==> src/rtl/db_pkg.sv <==
// Shared definitions for the descriptor matcher: database geometry,
// accumulator width, FSM state encoding and the byte absolute-difference helper.
package db_pkg;

    localparam int unsigned DB_BYTES = 36;
    localparam int unsigned BYTE_W   = 8;
    localparam int unsigned SAD_W    = 14;
    // Group counter width; covers up to 36 groups when LANES = 1.
    localparam int unsigned CNT_W    = 6;

    typedef enum logic [1:0] {
        IDLE,
        LOAD,
        ACCUM,
        DONE
    } state_t;

    // Unsigned absolute difference of two bytes; always fits in a byte.
    function automatic logic [BYTE_W-1:0] abs_diff(
        input logic [BYTE_W-1:0] a,
        input logic [BYTE_W-1:0] b
    );
        return (a >= b) ? (a - b) : (b - a);
    endfunction

endpackage

==> src/rtl/db_sad_lanes.sv <==
// Combinational sum of absolute differences over one LANES-byte group.
module db_sad_lanes
    import db_pkg::*;
#(
    parameter int unsigned LANES = 4
) (
    input  logic [LANES*BYTE_W-1:0] feat_grp,
    input  logic [LANES*BYTE_W-1:0] db_grp,
    output logic [SAD_W-1:0]        sad
);

    // Add the per-byte absolute differences across all lanes.
    always_comb begin
        sad = '0;
        for (int unsigned k = 0; k < LANES; k++) begin
            sad = sad + SAD_W'(abs_diff(feat_grp[k*BYTE_W +: BYTE_W],
                                        db_grp[k*BYTE_W +: BYTE_W]));
        end
    end

endmodule

==> src/rtl/db_matcher.sv <==
// Sequential descriptor matcher: latches a 36-byte candidate on start, reads
// the reference database vector once, accumulates SAD over LANES bytes per
// cycle (byte 35 downward) and reports matched = (SAD <= THRESH).
// Optional feature macro: DBMATCH_EARLY_EXIT_EN -- finish as soon as the
// running SAD exceeds THRESH, reporting the partial sum.
module db_matcher
    import db_pkg::*;
#(
    parameter int unsigned LANES  = 4,
    parameter int unsigned THRESH = 1024
) (
    input  logic                         clk,
    input  logic                         reset,
    input  logic                         start,
    input  logic [DB_BYTES*BYTE_W-1:0]   featValue,
    output logic                         matReaden,
    input  logic [DB_BYTES*BYTE_W-1:0]   dbValue,
    output logic                         busy,
    output logic                         done,
    output logic                         matched,
    output logic [SAD_W-1:0]             sadValue
);

    localparam int unsigned       VEC_W    = DB_BYTES * BYTE_W;
    localparam int unsigned       GRP_W    = LANES * BYTE_W;
    localparam int unsigned       GROUPS   = DB_BYTES / LANES;
    localparam logic [CNT_W-1:0]  LAST_GRP = CNT_W'(GROUPS - 1);
    localparam logic [SAD_W-1:0]  THRESH_V = SAD_W'(THRESH);

    state_t             state_q, state_d;
    logic [VEC_W-1:0]   feat_q, feat_d;
    logic [VEC_W-1:0]   db_q, db_d;
    logic [SAD_W-1:0]   sum_q, sum_d;
    logic [CNT_W-1:0]   grp_q, grp_d;
    logic               matreaden_q, matreaden_d;
    logic               busy_q, busy_d;
    logic               done_q, done_d;
    logic               matched_q, matched_d;
    logic [SAD_W-1:0]   sad_q, sad_d;

    logic [SAD_W-1:0]   lane_sad;
    logic [SAD_W-1:0]   sum_upd;
    logic               last_step;

    // The operand vectors shift up by one group per ACCUM cycle, so the
    // current group always sits in the top bytes; this avoids a wide
    // variable-index mux over the 288-bit vectors.
    db_sad_lanes #(
        .LANES (LANES)
    ) u_sad_lanes (
        .feat_grp (feat_q[VEC_W-1 -: GRP_W]),
        .db_grp   (db_q[VEC_W-1 -: GRP_W]),
        .sad      (lane_sad)
    );

    // Running sum including the group presented this cycle, and whether
    // this ACCUM cycle is the final one.
    always_comb begin
        sum_upd   = sum_q + lane_sad;
        last_step = (grp_q == LAST_GRP);
`ifdef DBMATCH_EARLY_EXIT_EN
        if (sum_upd > THRESH_V) begin
            last_step = 1'b1;
        end
`endif
    end

    // Next-state and registered-output computation for the matcher FSM.
    always_comb begin
        state_d     = state_q;
        feat_d      = feat_q;
        db_d        = db_q;
        sum_d       = sum_q;
        grp_d       = grp_q;
        matreaden_d = 1'b0;
        busy_d      = busy_q;
        done_d      = 1'b0;
        matched_d   = matched_q;
        sad_d       = sad_q;

        case (state_q)
            IDLE: begin
                if (start) begin
                    feat_d      = featValue;
                    sum_d       = '0;
                    grp_d       = '0;
                    matched_d   = 1'b0;
                    sad_d       = '0;
                    matreaden_d = 1'b1;
                    busy_d      = 1'b1;
                    state_d     = LOAD;
                end
            end
            LOAD: begin
                db_d    = dbValue;
                state_d = ACCUM;
            end
            ACCUM: begin
                sum_d  = sum_upd;
                feat_d = feat_q << GRP_W;
                db_d   = db_q << GRP_W;
                grp_d  = grp_q + CNT_W'(1);
                if (last_step) begin
                    done_d    = 1'b1;
                    matched_d = (sum_upd <= THRESH_V);
                    sad_d     = sum_upd;
                    state_d   = DONE;
                end
            end
            DONE: begin
                busy_d  = 1'b0;
                state_d = IDLE;
            end
            default: begin
                busy_d  = 1'b0;
                state_d = IDLE;
            end
        endcase
    end

    // State and output registers with synchronous active-high reset.
    always_ff @(posedge clk) begin
        if (reset) begin
            state_q     <= IDLE;
            feat_q      <= '0;
            db_q        <= '0;
            sum_q       <= '0;
            grp_q       <= '0;
            matreaden_q <= 1'b0;
            busy_q      <= 1'b0;
            done_q      <= 1'b0;
            matched_q   <= 1'b0;
            sad_q       <= '0;
        end else begin
            state_q     <= state_d;
            feat_q      <= feat_d;
            db_q        <= db_d;
            sum_q       <= sum_d;
            grp_q       <= grp_d;
            matreaden_q <= matreaden_d;
            busy_q      <= busy_d;
            done_q      <= done_d;
            matched_q   <= matched_d;
            sad_q       <= sad_d;
        end
    end

    assign matReaden = matreaden_q;
    assign busy      = busy_q;
    assign done      = done_q;
    assign matched   = matched_q;
    assign sadValue  = sad_q;

endmodule
==> config.mk <==
export PLATFORM = sky130hd
export DESIGN_NAME = db_matcher
export DESIGN_NICKNAME = d
export VERILOG_FILES = /design/src/rtl/db_pkg.sv /design/src/rtl/db_sad_lanes.sv /design/src/rtl/db_matcher.sv
export SDC_FILE = /design/constraint.sdc
export NUM_CORES = 1
export LEC_CHECK = 0
export CAP_MARGIN = 20
export CORE_ASPECT_RATIO = 0.6
export CORE_UTILIZATION = 25
export CTS_CLUSTER_SIZE = 20
export DETAILED_ROUTE_END_ITERATION = 7
export GPL_ROUTABILITY_DRIVEN = 0
export SLEW_MARGIN = 20
export SYNTH_ARGS = -nofsm -noshare
export SYNTH_HDL_FRONTEND = slang
export SYNTH_SLANG_ARGS = --single-unit
==> constraint.sdc <==
create_clock -name clk -period 15.3 [get_ports clk]
set_input_delay 2.295 -clock clk [delete_from_list [all_inputs] [get_ports clk]]
set_output_delay 2.295 -clock clk [all_outputs]
set_load 0.01 [all_outputs]
After elaboration in Yosys (flattened, before gate mapping)
Index checks and enable logic that the tools add are counted.
{"block": "totals", "ff_bits": 616, "in_bits": 579, "output_inout_bits": 18, "word_cells": 69}
{"block": "op_classes", "add_sub_neg": 13, "magnitude_cmp": 5, "n_eq_ne": 6, "n_mux": 23, "n_bitwise": 2, "n_reduce_logical": 10}
{"op": "288-bit case mux with 2 select lines", "count": 2}
{"op": "288-bit two-way mux", "count": 1}
{"op": "8-bit subtractor", "count": 8}
{"op": "14-bit case mux with 2 select lines", "count": 2}
{"op": "8-bit greater-or-equal comparator", "count": 4}
{"op": "8-bit two-way mux", "count": 4}
{"op": "14-bit by 8-bit adder with 14-bit output", "count": 2}
{"op": "14-bit two-way mux", "count": 2}
{"op": "14-bit adder", "count": 1}
{"op": "14-bit by 11-bit less-or-equal comparator with 1-bit output (second input constant)", "count": 1}
{"op": "6-bit case mux with 2 select lines", "count": 1}
{"op": "8-bit by 8-bit adder with 9-bit output", "count": 1}
{"op": "2-bit case mux with 4 select lines", "count": 1}
{"op": "6-bit by 1-bit adder with 6-bit output (second input constant)", "count": 1}
{"op": "6-bit by 4-bit == test with 1-bit output (second input constant)", "count": 1}
{"op": "6-bit two-way mux", "count": 1}
{"op": "2-bit AND reduction", "count": 3}
{"op": "2-bit nonzero test", "count": 3}
{"op": "1-bit two-way mux", "count": 5}
{"op": "2-bit == test (second input constant)", "count": 2}
{"op": "2-bit two-way mux", "count": 2}
{"op": "2-bit != test (second input constant)", "count": 2}
{"op": "1-bit case mux with 2 select lines", "count": 2}
{"op": "2-bit OR reduction", "count": 2}
{"op": "other kinds (4)", "count": 5}

Logic depth before layout (Yosys ltp)
Gate-level depths: netlist (run 1).
{"block": "depth", "depth_word": 9, "mapped_depth": 30, "depth_no_buf": 29}

Modules after synthesis
Synthesis (run 1) repeated with hierarchy kept, for this count alone.
{"block": "unflattened", "hier_cells": 3209, "hier_area_um2": 29896.2}
{"module": "db_matcher", "instances": 1, "cells_per_inst": 2799, "area_each_um2": 26651.8, "seq_area_each_um2": 12331.8}
{"module": "db_sad_lanes", "instances": 1, "cells_per_inst": 410, "area_each_um2": 3244.4, "seq_area_each_um2": 0.0}

Least setup slack after synthesis (run 1)
Ideal clock, no wire load.
{"block": "synth_path", "path_type": "register -> register", "startpoint": "reg feat_q[256]", "endpoint": "reg matched_q, in the netlist matched", "setup_time_ns": 0.058, "arrival_time_ns": 5.906, "required_ns": 15.242, "slack_ns": 9.336, "stages_incl_launch_ff": 29, "path_buffers": 1, "synth_period_minus_slack_ns": 5.964, "path_cell_list": "dfxtp_1 inv_1 ha_1 inv_1 fa_1 a21o_1 a21oi_1 a31oi_1 a21oi_1 nand2_1 mux2_2 ha_1 a21o_1 a21oi_1 nor2b_1 o21ai_0 a21oi_1 xnor2_1 fa_1 inv_1 fa_1 ha_1 clkbuf_1 a2111oi_2 nor2_1 a221o_1 nand2b_1 a211oi_1 o22a_1"}
{"block": "synth_between", "elab_chain_cells": 9, "elab_cells_between_ends": 11, "cone_classes": "add/sub (6); order compare (2); mux (3)"}
{"item": "start, declared", "line_no": "db_matcher.sv:31", "text": "logic [VEC_W-1:0] feat_q, feat_d;"}
{"item": "start signal, assigned", "line_no": "db_matcher.sv:136", "text": "feat_q <= feat_d;"}
{"item": "8-bit subtractor or 8-bit greater-or-equal comparator (tied branches)", "line_no": "db_pkg.sv:23", "text": "return (a >= b) ? (a - b) : (b - a);"}
{"item": "8-bit two-way mux (*)", "line_no": "db_pkg.sv:23"}
{"item": "8-bit by 8-bit adder with 9-bit output (*)", "line_no": "db_sad_lanes.sv:16", "text": "sad = sad + SAD_W'(abs_diff(feat_grp[k*BYTE_W +: BYTE_W],"}
{"item": "14-bit by 8-bit adder with 14-bit output (*) (2 in series)", "line_no": "db_sad_lanes.sv:16"}
{"item": "14-bit adder (*)", "line_no": "db_matcher.sv:59", "text": "sum_upd = sum_q + lane_sad;"}
{"item": "14-bit by 11-bit less-or-equal comparator with 1-bit output (*)", "line_no": "db_matcher.sv:105", "text": "matched_d = (sum_upd <= THRESH_V);"}
{"item": "1-bit two-way mux (*)", "line_no": "db_matcher.sv:103", "text": "if (last_step) begin"}
{"item": "1-bit case mux with 2 select lines (*)", "line_no": "db_matcher.sv:81", "text": "case (state_q)"}
{"item": "end signal, assigned", "line_no": "db_matcher.sv:143", "text": "matched_q <= matched_d;"}
{"item": "end, declared", "line_no": "db_matcher.sv:38", "text": "logic matched_q, matched_d;"}
Mark *: on every way between the ends. The rest lies on a longest branch, timed or not. The select of a mux whose other input is x is not followed.
A chain may end at the register's enable or synchronous reset.

Final worst setup path (run 1)
Ends and elaborated chain as after synthesis.

==> impl_metrics.csv, run 1 <==
group,metric,value,unit
worst_setup_path,crit_family,"compound AO/OA/AOI/OAI gates",
worst_setup_path,worst-path-stages,28,
detailed_routing,via_per_inst,4.87,
yosys,async_reset_ff_share,0,%
global_route,grt_pass1_vias,24500,
cts,hold_buffers,0,
cts,clockBufferDepth,3,
detailed_routing,avgRoutedWirePerCell,20.0,µm
run,cap_violations,0,
yosys,yosys.area.top_type,"dfxtp_1",
cts,cts_max_level,3,
detailed_routing,vias,25400,
cts,clock_sinks,616,
min_path,hold_path_depth,2,
worst_setup_path,critPathCaptureType,"flip-flop",
sta,fin_crit_sh,44.4,%
sta,max_slew_margin,15.9,%
yosys,ys_seq_elements,616,
detailed_routing,drt_pass1_iterations,8,
placement,dpl_worst_slack,8.68,ns
sta,rsz0062_at_grt,"false",
yosys,synth_fa_ha_area_share,5.58,%
worst_setup_path,crit_path_max_incr_delay,0.53,ns
cts,cts_buffers,70,
die,die_area,115000,µm²
worst_setup_path,start_kind,"flip-flop",
sta,fin_crit,6.79,ns
worst_setup_path,cp_common_cell,"inv_1",
finish,drive_gt1_share,4.43,%
detailed_routing,finalWirelength,104000,µm
outcome,violations,"DRC",
cts,cts_tree,"yes",
global_route,grt_max_degree,233,
yosys,synth_edf_count,0,
worst_setup_path,critPathMaxFanout,6,
detailed_routing,ant_nets,0,
yosys,synth_area_leaders,"dfxtp_1, mux2i_1, a211oi_1",
yosys,ys_top_cells_by_count,"dfxtp_1, nor2_1, a211oi_1, mux2i_1, clkbuf_1",
cts,clk_latency,0.63,ns
sta,setup_viol,0,
yosys,synth_area,28500,µm²
finish,fillers,11700,
min_path,hold_path_class,"reg2reg",
sta,drv_slew,0,
yosys,synth_fp_nets,3904,
global_route,grt_first_pass_wirelength,155000,µm
die,coreArea,112000,µm²
global_route,track_usage,17.5,%
sta,clock.fmax,147,MHz
yosys,netlist_instances,3213,
finish,nets,4314,
sta,tns,0,ns
yosys,synthSimpleGateAreaFrac,14.3,%
detailed_routing,drt_iter0_markers,2190,
placement,port_buffers,596,
sta,layout_setup_ws,8.51,ns
detailed_routing,drc_errors,9,
die,start_util,25.3,%
yosys,yosys-mux-area-fraction,11.2,%
yosys,synth_top_area_share,43.3,%
yosys,synthXorXnorAreaFrac,1.14,%
worst_setup_path,crit_required,15.87,ns
yosys,yosys_most_used_dff,"dfxtp_1",
sta,hold_viol,0,
cts,post_cts_buffers,0,
worst_setup_path,reg2regPathDepth,28,
cts,path_clk_slew,0.06,ns
yosys,synth_compound_area_share,19.1,%
yosys,synth_top_family_by_area,"compound AO/OA/AOI/OAI gates",
worst_setup_path,cp_num_buf_inv,4,
yosys,yosysWarnings,0,
die,rows,95,
global_route,grt_antenna_before_repair,25,
global_route,overflow,0,
die,die_h,263,µm
sta,fin_skew,0.0370,ns
placement,dp_hpwl,75000,µm
yosys,yosysSeqAreaShare,43.3,%
worst_setup_path,crit_slowest_cell,"or4_1",
finish,syn_to_final_growth,33.1,%
yosys,yosysMostFrequentCell,"dfxtp_1",
yosys,synthDistinctLibCells,70,
worst_setup_path,crit_arrival,7.37,ns
outcome,run_status,"complete, but fails checks",
worst_setup_path,crit_type,"reg2reg",
cts,cts-resized-gates,0,
yosys,postSynthAreaPerCell,8.86,µm²
die,num_io_pins,597,
cts,clock-root-buffer,"clkbuf_16",
sta,worst_pin_slew,1.26,ns
die,die_w,438,µm
-- worst paths after layout --
kind                       startpoint                    end  slack, ns
min reg2reg     sum_q[8]$_SDFFE_PP0P_  sum_q[8]$_SDFFE_PP0P_       0.46
max reg2reg  feat_q[256]$_SDFFE_PP0P_   matched$_SDFFE_PP0P_       8.51
min             sum_q[8]$_SDFFE_PP0P_  sum_q[8]$_SDFFE_PP0P_       0.46
max          feat_q[256]$_SDFFE_PP0P_   matched$_SDFFE_PP0P_       8.51
-- cell type report --
| cell class | instances | area (µm²) | share of cell area, % |
|---|---|---|---|
| repair buffers | 615 | 6190 | 16.3 |
| clock buffers | 98 | 2040 | 5.38 |
| multi-input cells | 2206 | 14700 | 38.7 |
| clock inverters | 28 | 267 | 0.704 |
| inverters | 114 | 428 | 1.13 |
| flip-flops and latches | 616 | 12300 | 32.6 |
| diodes | 27 | 67.6 | 0.178 |
| well taps | 1503 | 1880 | 4.96 |
-- layout by cell type (no fill, tap or decap), drive strengths merged, types with 5 or more instances in the layout --
master	count
clkdlybuf4s50	595
a21oi	90
a31oi	10
nand2b	7
fa	25
and2	7
nor3	196
a211oi	330
ha	87
dfxtp	616
nor2b	44
clkinv	18
inv	118
clkbuf	98
xnor2	22
a21o	19
nor2	605
mux2i	311
o21bai	8
nand2	47
a22oi	50
diode	27
o21ai	29
nand4	5
o22ai	218
o21a	8
mux2	6
nand3	21
buf	20
xor2	15
-- per-stage QoR --
step	hold slack, ns	cells	util [%]	area [µm²]
5_1_grt	0.491	5202	33.7	37900
6_report	0.464	5207	33.7	37900
3_3_place_gp	0.445	5054	31.6	35500
4_1_cts	0.467	5180	33.6	37800
3_5_place_dp	0.453	5054	31.6	35500
2_1_floorplan	0.436	3213	-	28500
-- worst register-to-register path: cells and delay by family (launching register included) --
family | cells | cell delay [ns]
and+or+nand+nor | 5 | 1.05
muxes | 1 | 0.36
buffers and inverters | 4 | 0.30
xor gates and xnor gates | 1 | 0.22
AOI/OAI and AO/OA | 11 | 2.45
DFF | 1 | 0.32
adders and majority gates | 6 | 2.05
-- routing by layer --
layer	track usage [%]	share of wire [%]
met3	2.82	5.0
met4	5.00	2.2
met2	26.9	45
met5	0	0.012
met1	25.1	47
-- cells by family (layout without fill, tap and decap cells) --
kind of cell,Yosys count,in the layout
AO/OA/AOI/OAI,793,793
XOR/XNOR,37,37
adder cells (fa/ha/maj),112,112
buffers and inverters,391,855
flip-flops,616,616
multiplexers,317,317
other,0,27
AND/OR/NAND/NOR,947,947
-- sequential cells by signal, summed over array words and instances (netlist names), 2 cells and up --
signal and cells:
db_q 288, feat_q 288, sadValue 14, sum_q 14, grp_q 6, state_q 2
Power of run 1 is not shown: default switching activity piles up to over one toggle a cycle in this logic, so the estimate is an artifact.
==> run 2, diff against run 1 <==
- clock period: 15.3 -> 6.4 ns (I/O delays scaled with it)
==> run 2 against run 1 <==
Compared with the run above: the flow still finishes with violations (DRC); register-to-register slack worse by 8.2 ns; flip-flop and latch count stayed put; core utilization is 0.37 points higher; critical path depth is 3 lower; first-iteration DRC count is 3.5% higher; non-clock buffer count is 22 higher; final area is 1.1% higher; highest routed layer unchanged.
==> impl_metrics.csv, run 2 (synthesis results as in run 1) <==
group,metric,value,unit
global_route,gr-max-usage-layer,"met2",
cts,hold_buffers,0,
finish,drive_gt1_share,5.72,%
global_route,grt_use_met3,4.55,%
sta,max_slew_margin,15.3,%
worst_setup_path,reg2regPathDepth,25,
die,die_area,115000,µm²
finish,top_regs,"db_q: 288 flops, feat_q: 288 flops",
detailed_routing,ant_nets,0,
sta,fin_crit,6.07,ns
finish,layoutNonFillerInstCount,5224,
placement,port_buffers,596,
detailed_routing,via_per_inst,4.89,
worst_setup_path,crit_slowest_cell,"fa_1",
outcome,violations,"DRC",
sta,hold_viol,0,
cts,cts_tree,"yes",
global_route,use_met2,26.6,%
detailed_routing,avgRoutedWirePerCell,20.2,µm
detailed_routing,drt_iter0_markers,2267,
cts,clock-root-buffer,"clkbuf_16",
worst_setup_path,start_kind,"flip-flop",
detailed_routing,vias,25500,
global_route,overflow,0,
sta,fin_crit_sh,94.8,%
worst_setup_path,crit_type,"reg2reg",
finish,fillers,11500,
die,coreArea,112000,µm²
worst_setup_path,r2r_end,"matched$_SDFFE_PP0P_",
worst_setup_path,critPathMaxFanout,7,
run,cap_violations,0,
global_route,grt_first_pass_wirelength,155000,µm
worst_setup_path,r2r-start,"feat_q[267]$_SDFFE_PP0P_",
outcome,run_status,"complete, but fails checks",
min_path,hold_path_class,"reg2reg",
finish,nets,4334,
cts,path_clk_slew,0.06,ns
global_route,track_usage,17.6,%
cts,clock_sinks,616,
finish,mostFrequentLayoutCell,"dfxtp_1",
die,die_w,438,µm
min_path,hp-start,"sadValue[0]$_SDFFE_PP0P_",
placement,dp_hpwl,76500,µm
die,start_util,25.3,%
die,die_h,263,µm
worst_setup_path,crit_required,6.98,ns
global_route,grt_use_met1,24.3,%
sta,clock.fmax,165,MHz
worst_setup_path,rrSetupSlack,0.33,ns
placement,place_inst,5068,
global_route,grt_max_degree,227,
worst_setup_path,crit_path_max_incr_delay,0.55,ns
finish,most-common-layout-cells,"dfxtp_1, nor2_1, clkdlybuf4s50_1, a211oi_1, mux2i_1",
sta,worst_pin_slew,1.27,ns
die,rows,95,
worst_setup_path,crit_arrival,6.65,ns
cts,clockBufferDepth,3,
cts,cts_buffers,68,
min_path,min_to,"sadValue[0]$_SDFFE_PP0P_",
detailed_routing,drc_errors,6,
detailed_routing,finalWirelength,106000,µm
cts,clk_latency,0.64,ns
global_route,grt_pass1_vias,24400,
worst_setup_path,critPathCaptureType,"flip-flop",
cts,cts_max_level,3,
detailed_routing,drt_pass1_iterations,7,
die,num_io_pins,597,
sta,drv_slew,0,
finish,syn_to_final_growth,34.6,%
sta,fin_skew,0.0226,ns
sta,setup_viol,0,
min_path,hold_path_depth,2,
global_route,grt_antenna_before_repair,44,
run 2: cell types whose count changed in the layout (fill, tap and decap cells not counted), sizes merged:
cell	change
diode	+2
clkbuf	-7
clkinv	-1
buf	+22
clkinvlp	-3
bufinv	+5
inv	-1
run 2: worst max-delay path, delay by kind of cell, from the launching register on:
family	cells	cell delay, ns
flops	1	0.33
fa+ha+maj	5	1.97
mux	1	0.34
buf+inv	3	0.28
simple gates	7	1.22
xor+xnor	1	0.17
compound gates	8	1.68
run 2: worst max-delay path by stage:
stage	from	to	slack (ns)	cells after the start
final	feat_q[267]$_SDFFE_PP0P_	matched$_SDFFE_PP0P_	0.33	25
after global routing	feat_q[264]$_SDFFE_PP0P_	sadValue[11]$_SDFFE_PP0P_	-0.01	28
after CTS	feat_q[264]$_SDFFE_PP0P_	matched$_SDFFE_PP0P_	0.009	26
after detailed placement	feat_q[256]$_SDFFE_PP0P_	matched$_SDFFE_PP0P_	0.001	28
after global placement	feat_q[256]$_SDFFE_PP0P_	matched$_SDFFE_PP0P_	0.07	28
after floorplan	feat_q[256]$_SDFFE_PP0P_	matched$_SDFFE_PP0P_	0.44	28
run 2: repair_timing:
action | 4_1_cts | 5_1_grt
setup endpoints to repair | 2 | 15
pin swaps | 1 | 21
buffers inserted | 1 | 7
gates resized for setup | 1 | 33
run 2: stage by stage:
stage | hold slack, ns | TNS (ns) | worst slack, ns | util, % | instance area (µm²)
after global routing | 0.494 | -0.0373 | -0.0143 | 34.1 | 38300
after detailed placement | 0.454 | 0 | 0.00111 | 31.7 | 35600
after floorplan | 0.436 | 0 | 0.436 | - | 28500
final | 0.463 | 0 | 0.332 | 34.1 | 38300
after CTS | 0.467 | 0 | 0.00900 | 33.8 | 38000
after global placement | 0.446 | 0 | 0.0716 | 31.7 | 35600
run 2: layer usage:
metal  up-vias  part of all wire (%)
met4        22                   2.4
li1      12400                     -
met2       661                    45
met1     12300                    46
met3       170                   6.4
met5         -                  0.14
run 2: layout make-up:
class,instances,area (µm²),share of cell area [%]
clock inverters,28,378,0.987
clock buffers,91,1980,5.17
inverters,114,428,1.12
repair buffers,637,6370,16.6
well taps,1503,1880,4.91
flip-flops and latches,616,12300,32.2
diodes,29,72.6,0.189
multi-input cells,2206,14900,38.8
Power of run 2 is left out for the same reason.
